--- src/rtl/tdm_demux_1to2_pkg.sv ---
`default_nettype none
// ============================================================================
// Module      : tdm_demux_1to2_pkg
// Description : Shared definitions for the 2:1 TDM link (states, channel ids).
// Revision    : 1.0 - initial release
// ============================================================================
package tdm_demux_1to2_pkg;

    typedef enum logic {
        ST_HUNT = 1'b0,
        ST_RUN  = 1'b1
    } tdm_state_e;

    localparam logic CH0 = 1'b0;
    localparam logic CH1 = 1'b1;

    localparam int TDM_WORD_W_DEF = 8;

endpackage : tdm_demux_1to2_pkg
`default_nettype wire

--- src/rtl/tdm_shift_reg.sv ---
`default_nettype none
// ============================================================================
// Module      : tdm_shift_reg
// Description : Per-channel deserialiser; q is the look-ahead word (after any
//               clear/shift applied this cycle).
// Revision    : 1.0 - initial release
// ============================================================================
module tdm_shift_reg
    import tdm_demux_1to2_pkg::*;
#(
    parameter int WORD_W    = TDM_WORD_W_DEF,
    parameter bit MSB_FIRST = 1'b1
) (
    input  logic              clk,
    input  logic              rst_n,
    input  logic              clr,
    input  logic              en,
    input  logic              d,
    output logic [WORD_W-1:0] q
);

    logic [WORD_W-1:0] sh_q;
    logic [WORD_W-1:0] sh_d;
    logic [WORD_W-1:0] base;
    logic [WORD_W-1:0] shifted;

    // clr together with en restarts the word with d as its first bit
    assign base = clr ? '0 : sh_q;

    generate
        if (MSB_FIRST) begin : g_msb
            assign shifted = {base[WORD_W-2:0], d};
        end else begin : g_lsb
            assign shifted = {d, base[WORD_W-1:1]};
        end
    endgenerate

    always_comb begin
        sh_d = base;
        if (en) begin
            sh_d = shifted;
        end
    end

    always_ff @(posedge clk or negedge rst_n) begin
        if (!rst_n) begin
            sh_q <= '0;
        end else begin
            sh_q <= sh_d;
        end
    end

    assign q = sh_d;

endmodule : tdm_shift_reg
`default_nettype wire

--- src/rtl/tdm_demux_1to2.sv ---
`default_nettype none
// ============================================================================
// Module      : tdm_demux_1to2
// Description : 1:2 TDM receiver - frame-sync hunt, bit steering, per-channel
//               deserialisation and per-frame parallel word output.
// Revision    : 1.0 - initial release
// ============================================================================
module tdm_demux_1to2
    import tdm_demux_1to2_pkg::*;
#(
    parameter int WORD_W    = TDM_WORD_W_DEF,
    parameter bit MSB_FIRST = 1'b1
) (
    input  logic              clk,
    input  logic              rst_n,
    input  logic              din,
    input  logic              din_valid,
    input  logic              sync,
    output logic              sel,
    output logic [WORD_W-1:0] out0,
    output logic [WORD_W-1:0] out1,
    output logic              frame_valid,
    output logic              locked,
    output logic              sync_err
);

    localparam int              CNT_W    = $clog2(WORD_W);
    localparam logic [CNT_W-1:0] CNT_LAST = CNT_W'(WORD_W - 1);

    tdm_state_e        state_q, state_d;
    logic              sel_q, sel_d;
    logic [CNT_W-1:0]  cnt_q, cnt_d;
    logic [WORD_W-1:0] out0_q, out0_d;
    logic [WORD_W-1:0] out1_q, out1_d;
    logic              fv_q, fv_d;
    logic              serr_q, serr_d;

    logic              sh_clr;
    logic              sh_en0;
    logic              sh_en1;
    logic [WORD_W-1:0] word0;
    logic [WORD_W-1:0] word1;
    logic              frm_start;
    logic              last_bit;

    tdm_shift_reg #(
        .WORD_W    (WORD_W),
        .MSB_FIRST (MSB_FIRST)
    ) u_sh_ch0 (
        .clk   (clk),
        .rst_n (rst_n),
        .clr   (sh_clr),
        .en    (sh_en0),
        .d     (din),
        .q     (word0)
    );

    tdm_shift_reg #(
        .WORD_W    (WORD_W),
        .MSB_FIRST (MSB_FIRST)
    ) u_sh_ch1 (
        .clk   (clk),
        .rst_n (rst_n),
        .clr   (sh_clr),
        .en    (sh_en1),
        .d     (din),
        .q     (word1)
    );

    assign frm_start = (sel_q == CH0) && (cnt_q == '0);
    assign last_bit  = (sel_q == CH1) && (cnt_q == CNT_LAST);

    always_comb begin
        state_d = state_q;
        sel_d   = sel_q;
        cnt_d   = cnt_q;
        out0_d  = out0_q;
        out1_d  = out1_q;
        fv_d    = 1'b0;
        serr_d  = 1'b0;
        sh_clr  = 1'b0;
        sh_en0  = 1'b0;
        sh_en1  = 1'b0;

        if (din_valid) begin
            case (state_q)
                ST_HUNT: begin
                    if (sync) begin
                        state_d = ST_RUN;
                        sh_clr  = 1'b1;
                        sh_en0  = 1'b1;
                        sel_d   = CH1;
                        cnt_d   = '0;
                    end
                end
                ST_RUN: begin
                    if (sync && !frm_start && !last_bit) begin
                        // Misplaced sync: drop the partial frame, restart on this bit
                        serr_d = 1'b1;
                        sh_clr = 1'b1;
                        sh_en0 = 1'b1;
                        sel_d  = CH1;
                        cnt_d  = '0;
                    end else begin
                        serr_d = sync && last_bit;
                        if (sel_q == CH0) begin
                            sh_en0 = 1'b1;
                            sel_d  = CH1;
                        end else begin
                            sh_en1 = 1'b1;
                            sel_d  = CH0;
                            if (last_bit) begin
                                cnt_d  = '0;
                                out0_d = word0;
                                out1_d = word1;
                                fv_d   = 1'b1;
                            end else begin
                                cnt_d = cnt_q + CNT_W'(1);
                            end
                        end
                    end
                end
                default: state_d = ST_HUNT;
            endcase
        end
    end

    always_ff @(posedge clk or negedge rst_n) begin
        if (!rst_n) begin
            state_q <= ST_HUNT;
            sel_q   <= CH0;
            cnt_q   <= '0;
            out0_q  <= '0;
            out1_q  <= '0;
            fv_q    <= 1'b0;
            serr_q  <= 1'b0;
        end else begin
            state_q <= state_d;
            sel_q   <= sel_d;
            cnt_q   <= cnt_d;
            out0_q  <= out0_d;
            out1_q  <= out1_d;
            fv_q    <= fv_d;
            serr_q  <= serr_d;
        end
    end

    assign sel         = sel_q;
    assign out0        = out0_q;
    assign out1        = out1_q;
    assign frame_valid = fv_q;
    assign sync_err    = serr_q;
    assign locked      = (state_q == ST_RUN);

endmodule : tdm_demux_1to2
`default_nettype wire

--- config.mk ---
export PLATFORM = sky130hd
export DESIGN_NAME = tdm_demux_1to2
export DESIGN_NICKNAME = d
export VERILOG_FILES = /design/src/rtl/tdm_demux_1to2_pkg.sv /design/src/rtl/tdm_shift_reg.sv /design/src/rtl/tdm_demux_1to2.sv
export SDC_FILE = /design/constraint.sdc
export NUM_CORES = 1
export LEC_CHECK = 0
export BUFFER_PORTS_ARGS = -buffer_cell sky130_fd_sc_hd__buf_4
export CELL_PAD_IN_SITES_DETAIL_PLACEMENT = 1
export CELL_PAD_IN_SITES_GLOBAL_PLACEMENT = 1
export CORE_UTILIZATION = 46
export DETAILED_ROUTE_END_ITERATION = 8
export PLACE_DENSITY_LB_ADDON = 0.1
export RECOVER_POWER = 50
export SYNTH_ARGS = -nofsm -noshare
export SYNTH_HDL_FRONTEND = slang
export SYNTH_SLANG_ARGS = --single-unit
--- constraint.sdc ---
create_clock -name clk -period 3.1 [get_ports clk]
set_input_delay 0.62 -clock clk [delete_from_list [all_inputs] [get_ports clk]]
set_output_delay 0.62 -clock clk [all_outputs]
set_load 0.05 [all_outputs]
* Word-level counts from Yosys, hierarchy flattened
Cells that the tools add are included.
Operators by class: add/sub/neg operators 1, multiply operators 0, div/mod/pow operators 0, order comparisons 0, equality and inequality tests 3, shifts and indexed selects 0, muxes and demuxes 32, bitwise logic cells 3, reduce and logical (&&, ||, !) cells 11
Operators with widths (number):
- 8-bit two-way mux | 4
- 1-bit two-way mux | 20
- 3-bit two-way mux | 4
- 1-bit one-hot mux with 2 select lines | 3
- 3-bit one-hot mux with 2 select lines | 1
- 1-bit logical AND | 5
- 5-bit AND reduction | 1
- 3-bit by 1-bit adder with 3-bit output, second input constant | 1
- 3-bit equality test, second input constant | 1
- 3-bit zero test | 1
- 3-bit by 1-bit != test with 1-bit output, second input constant | 1
- 1-bit NOT | 3
- 3-bit AND reduction | 1
- 1-bit zero test | 2
- 2-bit != test, second input constant | 1
- 2-bit AND reduction | 1
Storage, ports and cells: bits in registers 39, bits in latches 0, RAM bits 0, ROM bits 0, input port bits 5, output and inout bits 20, word-level logic and storage cells 59, memories kept 0

* Logic depth before layout (Yosys ltp)
Gate-level depths: netlist of the first run.
depth after elaboration 10, mapped depth 7, mapped depth without buffers 6

* Modules after synthesis
From an unflattened synthesis of the first run, not the netlist that was laid out.
Second synthesis, totals: cell total of the unflattened synthesis 134, area total of the unflattened synthesis 1712.9 um2
By module, submodules not included:
- tdm_demux_1to2 | times used 1, cells each 82, area an instance 1062.3 um2, sequential area each 575.6 um2
- tdm_shift_reg | times used 2, cells each 26, area an instance 325.3 um2, sequential area each 200.2 um2

* Worst setup path before layout of the first run
No wires, ideal clock.
path kind flip-flop to flip-flop, from register cnt_q[0], to register out1_q[4] (netlist: out1[4]), library setup time 0.134 ns, data arrival time 1.492 ns, required time 2.966 ns, slack 1.475 ns, stages on the path, launching flop included 7, buffers on the path 0, clock period less this slack 1.625 ns, cell sequence dfrtp_1 -> ha_1 -> ha_1 -> nand2b_2 -> nand4_4 -> mux2i_1 -> o21ai_0
On the way: word-level cells in the longest chain between the ends 10, elaborated cells on any way between the ends 18, those cells by class 1 x eq/ne; 8 x mux; 1 x bitwise; 8 x reduce/logical
RTL lines:
- start: declaration | RTL line tdm_demux_1to2.sv:32 | logic [CNT_W-1:0] cnt_q, cnt_d;
- start signal: assignment | RTL line tdm_demux_1to2.sv:140 | cnt_q <= cnt_d;
- 3-bit zero test | RTL line tdm_demux_1to2.sv:70 | assign frm_start = (sel_q == CH0) && (cnt_q == '0);
- 1-bit logical AND | RTL line tdm_demux_1to2.sv:70
- 1-bit zero test | RTL line tdm_demux_1to2.sv:97 | if (sync && !frm_start && !last_bit) begin
- 1-bit logical AND (2 in a row) | RTL line tdm_demux_1to2.sv:97
- 1-bit two-way mux | RTL line tdm_demux_1to2.sv:97
- 1-bit one-hot mux with 2 select lines | RTL line tdm_demux_1to2.sv:86 | case (state_q)
- 1-bit two-way mux | RTL line tdm_demux_1to2.sv:85 | if (din_valid) begin
- 8-bit two-way mux | RTL line tdm_shift_reg.sv:28 | assign base = clr ? '0 : sh_q;
- 8-bit two-way mux | RTL line tdm_shift_reg.sv:40 | if (en) begin
- end signal: assignment | RTL line tdm_demux_1to2.sv:142 | out1_q <= out1_d;
- end: declaration | RTL line tdm_demux_1to2.sv:34 | logic [WORD_W-1:0] out1_q, out1_d;
Several ways; a longest one is shown, not always the timed one. A chain may end at the register's enable or synchronous reset.

* Final worst setup path of the first run
from register state_q (netlist: locked), to output locked
RTL lines:
- start: declaration | RTL line tdm_demux_1to2.sv:30 | tdm_state_e state_q, state_d;
- start signal: assignment | RTL line tdm_demux_1to2.sv:138 | state_q <= state_d;
- end: declaration | RTL line tdm_demux_1to2.sv:23 | output logic locked,
No word-level cell between the ends.

==> metrics.md, run 1 <==
| Metric | Value |
|---|---|
| Status | finished with violations |
| Failing checks | max-capacitance violations, max-slew violations |
| N_diodes | 0 |
| Count of pins over their slew limit | 39 |
| Slew @ Worst Pin | 1.988 ns |
| Final hold violation count | 0 |
| Final period util | 0.6413 |
| Worst Path Max Fanout | 15 |
| Kind of start point of the critical path | flip-flop |
| Routability cong. | 0.7289 |
| Share of cells above drive strength 1 | 0.2011 |
| CTS H-tree depth | 2 |
| Post-synth top area share | 0.5710 |
| DR vias/cell | 5.148 |
| Worst setup EP type | output pin |
| Number of port buffers | 24 |
| Final Setup Violations | 0 |
| Hold Startpoint | u_sh_ch1.sh_q[6] |
| Clock latency on the worst-skew pair | 0.35 ns |
| Length in cells of the worst reg-to-reg path | 6 |
| Largest area contributor in the netlist | dfrtp_1 |
| Worst-path clk slew | 0.11 ns |
| Power per cell area | 621.8 nW/um^2 |
| Vias in the first global route | 1250 |
| Max Freq | 503.0 MHz |
| Arrival @ worst endpoint | 1.37 ns |
| Final Routed Wirelength | 3187 um |
| CTS root buffer | clkbuf_4 |
| R2R setup slack | 1.26 ns |
| WL per Instance | 13.86 um |
| Synth unique cells | 32 |
| VDD IR-drop max | 346.9 uV |
| Tmin final | 1.988 ns |
| Worst path max stage delay | 0.72 ns |
| Final WS setup | 1.112 ns |
| Ports | 25 |
| Seq cells post-synth | 38 |
| Sink Count | 38 |
| TritonCTS clock tree | done |
| Grt total ovfl | 0 |
| Mapped Cells | 159 |
| First-pass GRT wire length | 5713 um |
| Top_reg_cell synth | dfrtp_1 |
| Row count | 21 |
| Data required, critical path | 2.48 ns |
| Worst Clk Skew | 0.006535 ns |
| Post-CTS sizing | 0 |
| Iteration-0 DRC Markers | 49 |
| Crit Path Class | reg -> out |
| Synth-to-layout area growth | 13.97% |
| Vias after detailed routing | 1184 |
| Worst path cell trace | buf_4 |
| Sequential share of the synthesized area | 0.5710 |
| DPL Wire Length | 2199 um |
| Core area | 3390 um^2 |
| Final hold slack | 0.4833 ns |
| Number of enable flip-flop cells after synthesis | 0 |
| Initial core utilization | 0.4913 |
| Largest net degree at the start of global routing | 39 |
| Nets@finish | 191 |
| Dpl cell area | 1859 um^2 |
| Synthesized area | 1665 um^2 |
| RSZ-0062 raised after global routing | no |
| Initial DRT Pass Iterations | 4 |
| Synthesized area per cell | 10.47 um^2 |
| Setup TNS | 0 ns |
| Worst r2r src | cnt_q[0] |
| Worst Hold Path Cells | 2 |
| Antenna-violating nets left | 0 |
| Initial antenna violation count | 0 |
| Inserted Clock Buffers | 5 |
| Dominant delay contributor by cell family on the critical path | flip-flops |
| Hold WC Path Type | reg -> reg |
| Synthesized net count | 167 |
| Max Cap Violations | 1 |
| Slew HR | -0.3253 |
| Total GRT Usage | 0.1919 |
| Place WS | 1.283 ns |
| DRC viols | 0 |
| Most common cell after layout, fill and taps aside | nand2_1 |
| Final core occ | 0.5600 |
| Post-CTS Setup Repair Bufs | 0 |
| Slowest library cell on the worst path | dfrtp_1 |
| Chip width | 62.17 um |
| Clock Tree Buf Depth | 2 |
| R2R Path End | out1[4] |
| Post-synth ARST share | 1.000 |
| CP bufs+invs | 1 |
| Most frequent cells in the layout | 40 x nand2_1, 38 x dfrtp_1, 19 x buf_4 |
| Yosys warnings | 0 |
| Final Cell Area | 1898 um^2 |
| Synth area leaders | dfrtp_1 57%, nand2_1 9.0%, mux2i_1 4.8% |
| Post-CTS Hold Buffers | 0 |
| Leak Pwr | 0.9418 nW |
| Die area | 3865 um^2 |
| Worst hold path endpoint | out1[7] |
| Die height | 62.17 um |
worst reg2reg max path: cells and delay by family (launching register included):
kind	cells	cell delay [ns]
and+or+nand+nor	2	0.41
muxes	1	0.26
DFF	1	0.43
adders and majority gates	2	0.49
AOI/OAI and AO/OA	1	0.13
power by group:
part | internal, mW | switching (mW)
sequential | 0.556 | 0.0519
combinational | 0.110 | 0.188
clock | 0.109 | 0.166
total | 0.775 | 0.405
cell type report:
type	instances	area, um^2
well taps	46	57.56
clock buffers	6	51.30
multi-input cells	107	638.1
clock inverters	2	12.51
flip-flops and latches	38	950.9
inverters	6	22.52
fillers	376	1491
repair buffers	25	165.2
logic make-up after synthesis:
kind of cell,count (synthesis),synth area share
adders and majority gates,3,0.02254
AOI/OAI and AO/OA,32,0.1255
buffers and inverters,14,0.04433
DFF,38,0.5710
muxes,8,0.04809
and+or+nand+nor,64,0.1886
routing by layer:
layer,global-route usage,part of all wire,vias up
met1,0.2245,0.44,577
met3,0.06801,0.044,4
met4,0.07849,0.016,0
met5,0,0,-
met2,0.3201,0.50,23
li1,-,-,580
per-stage QoR:
stage / power (mW) / cells
2_1_floorplan: 0.8552 / 159
3_3_place_gp: 0.9140 / 222
3_5_place_dp: 0.9320 / 222
4_1_cts: 1.212 / 230
5_1_grt: 1.260 / 230
6_report: 1.180 / 230
Yosys cell counts (2+ instances only):
master,number
nand2_1,40
dfrtp_1,38
o21ai_0,12
mux2i_1,8
o21ai_1,8
inv_1,6
nor2_1,6
a21oi_1,4
nand3_1,4
a21oi_2,3
clkbuf_1,3
ha_1,3
a22o_1,2
buf_2,2
buf_6,2
nand4_1,2
sequential cells by signal, summed over array words and instances, names as in the netlist:
name and cells:
u_sh_ch0.sh_q 8, cnt_q 3, frame_valid 1, out1 8, out0 8, sel 1
sync_err 1, u_sh_ch1.sh_q 7, locked 1
how the worst max path moves through the flow:
stage | startpoint | endpoint | slack (ns) | depth (start not counted)
CTS | locked | locked | 1.10 | 1
floorplan | cnt_q[0] | out1[4] | 1.47 | 6
global route | rst_n | u_sh_ch1.sh_q[2] | 0.67 | 1
detailed placement | cnt_q[0] | u_sh_ch1.sh_q[0] | 1.28 | 6
finish | locked | locked | 1.11 | 1
global placement | cnt_q[0] | out1[2] | 1.36 | 6
(Power assumes the default switching activity.)
==> run 2: changes to the inputs <==
- CORE_UTILIZATION: 46 -> 39
- clock period: 3.1 -> 1.7 ns (I/O delays scaled with it)
==> run 2 against run 1 <==
- the run now ends clean
- sequential share of layout area decreased by 3.8 points
- routed wire length increased by 14%
- clock skew decreased by 0.0021 ns
- final cell count increased by 5.7%
- global-route usage increased by 0.084 points
- sequential power increased by 81%
- utilization decreased by 5.4 points
- sequential cell count unchanged
- count of clock-buffer cells in the layout unchanged
- final area increased by 8.1%
- first-iteration DRC count increased by 41%
==> metrics.md, run 2 (synthesis gave the netlist of run 1 again) <==
| Metric | Value |
|---|---|
| Status | completed |
| Number of port buffers | 24 |
| CTS root buffer | clkbuf_8 |
| Data required, critical path | 1.87 ns |
| Vias in the first global route | 1297 |
| Worst setup EP type | flip-flop |
| Filler Cell Count | 456 |
| Synth-to-layout area growth | 23.22% |
| Post-CTS Hold Buffers | 0 |
| Slew @ Worst Pin | 0.9511 ns |
| Most common cell after layout, fill and taps aside | nand2_1 |
| Dpl cell area | 1917 um^2 |
| CTS H-tree depth | 2 |
| Die height | 67.35 um |
| Antenna-violating nets left | 0 |
| VDD IR-drop max | 578.9 uV |
| Die area | 4535 um^2 |
| Iteration-0 DRC Markers | 69 |
| DR vias/cell | 5.066 |
| Initial core utilization | 0.4104 |
| Final Setup Violations | 0 |
| Most frequent cells in the layout | 40 x nand2_1, 38 x dfrtp_1, 26 x buf_4 |
| Initial DRT Pass Iterations | 4 |
| Final Cell Area | 2052 um^2 |
| Setup TNS | 0 ns |
| Routability cong. | 0.8070 |
| Final hold slack | 0.1865 ns |
| Hold WC Path Type | in -> async |
| R2R setup slack | 0.09 ns |
| Kind of start point of the critical path | flip-flop |
| Arrival @ worst endpoint | 1.78 ns |
| Max Freq | 619.9 MHz |
| Vias after detailed routing | 1231 |
| Multi-input gate area | 673.1 um^2 |
| Final hold violation count | 0 |
| Place WS | -0.05316 ns |
| Crit path to | out1[4] |
| Row count | 23 |
| Slew HR | 0.3660 |
| Total GRT Usage | 0.1927 |
| Power per cell area | 1255 nW/um^2 |
| Share of cells above drive strength 1 | 0.2642 |
| Crit Path Class | reg -> reg |
| Inserted Clock Buffers | 5 |
| Worst r2r src | cnt_q[0] |
| R2R Path End | out1[4] |
| Sink Count | 38 |
| WL per Instance | 14.94 um |
| Worst-path clk slew | 0.07 ns |
| Final period util | 0.9489 |
| Worst Path Max Fanout | 8 |
| Largest net degree at the start of global routing | 39 |
| Length in cells of the worst reg-to-reg path | 6 |
| First-pass GRT wire length | 6182 um |
| Initial antenna violation count | 0 |
| Final Routed Wirelength | 3630 um |
| Ports | 25 |
| Leak Pwr | 0.9891 nW |
| Tmin final | 1.613 ns |
| DRC viols | 0 |
| FF+latch area | 950.9 um^2 |
| CP startpoint | cnt_q[0] |
| Worst Clk Skew | 0.004440 ns |
| Max Cap Violations | 0 |
| Chip width | 67.35 um |
| Clock latency on the worst-skew pair | 0.29 ns |
| N_diodes | 0 |
| Core area | 4058 um^2 |
| Final WS setup | 0.08693 ns |
| TritonCTS clock tree | done |
| Nets@finish | 201 |
| Grt total ovfl | 0 |
| Clock Tree Buf Depth | 2 |
| DPL Wire Length | 2508 um |
| Count of pins over their slew limit | 0 |
## run 2: cell types whose count changed in the layout (fill, tap and decap cells not counted), moves of 2 or more
cell | before | now
buf_4 | 19 | 26
clkbuf_4 | 5 | 0
clkbuf_8 | 1 | 6
mux2i_1 | 8 | 5
mux2i_2 | 0 | 3
clkbuf_1 | 6 | 8
ha_1 | 3 | 1
## run 2: where the power goes
part,leakage (nW),switching (mW),internal [mW]
registers,0.515,0.0862,1.02
logic,0.417,0.395,0.298
clock network,0.0573,0.310,0.469
total,0.989,0.791,1.78
## run 2: layout make-up
class                      instances  share of cell area
clock buffer                       6             0.04024
clock inverter                     1             0.01463
multi-input combinational        107              0.3280
tap                               50             0.03049
timing repair buffer              35              0.1122
sequential                        38              0.4634
inverter                           6             0.01098
## run 2: worst min-delay path by stage
stage / start / endpoint / slack, ns
after floorplan: rst_n / cnt_q[0] / 0.04
after global placement: rst_n / out1[2] / 0.34
after detailed placement: rst_n / out1[3] / 0.34
after CTS: rst_n / out0[2] / 0.02
after global routing: rst_n / sync_err / 0.26
final: rst_n / out1[3] / 0.19
## run 2: stage by stage
step | utilization | std cells | total power [mW]
2_1_floorplan | - | 159 | 1.559
3_3_place_gp | 0.4724 | 233 | 1.700
3_5_place_dp | 0.4724 | 233 | 1.733
4_1_cts | 0.5063 | 242 | 2.567
5_1_grt | 0.5057 | 243 | 2.730
6_report | 0.5057 | 243 | 2.574
## run 2: worst max-delay path, cell delays in order, from the launching register on
cell and delay (ns):
dfrtp_1 0.40, ha_1 0.21, ha_2 0.19, nand2b_4 0.16, nand4_4 0.15, mux2i_2 0.26, o21ai_0 0.12
## run 2: layer usage
metal	up-vias	GRT usage	wire length, um
met5	-	0	0
met4	0	0.09043	77
met3	7	0.05912	118
met2	22	0.3263	1910
met1	604	0.2209	1523
li1	598	-	-
## run 2: timing repair
item	4_1_cts	5_1_grt
pin swaps	1	0
gates resized for setup	3	7
buffers inserted	2	1
setup endpoints to repair	16	17
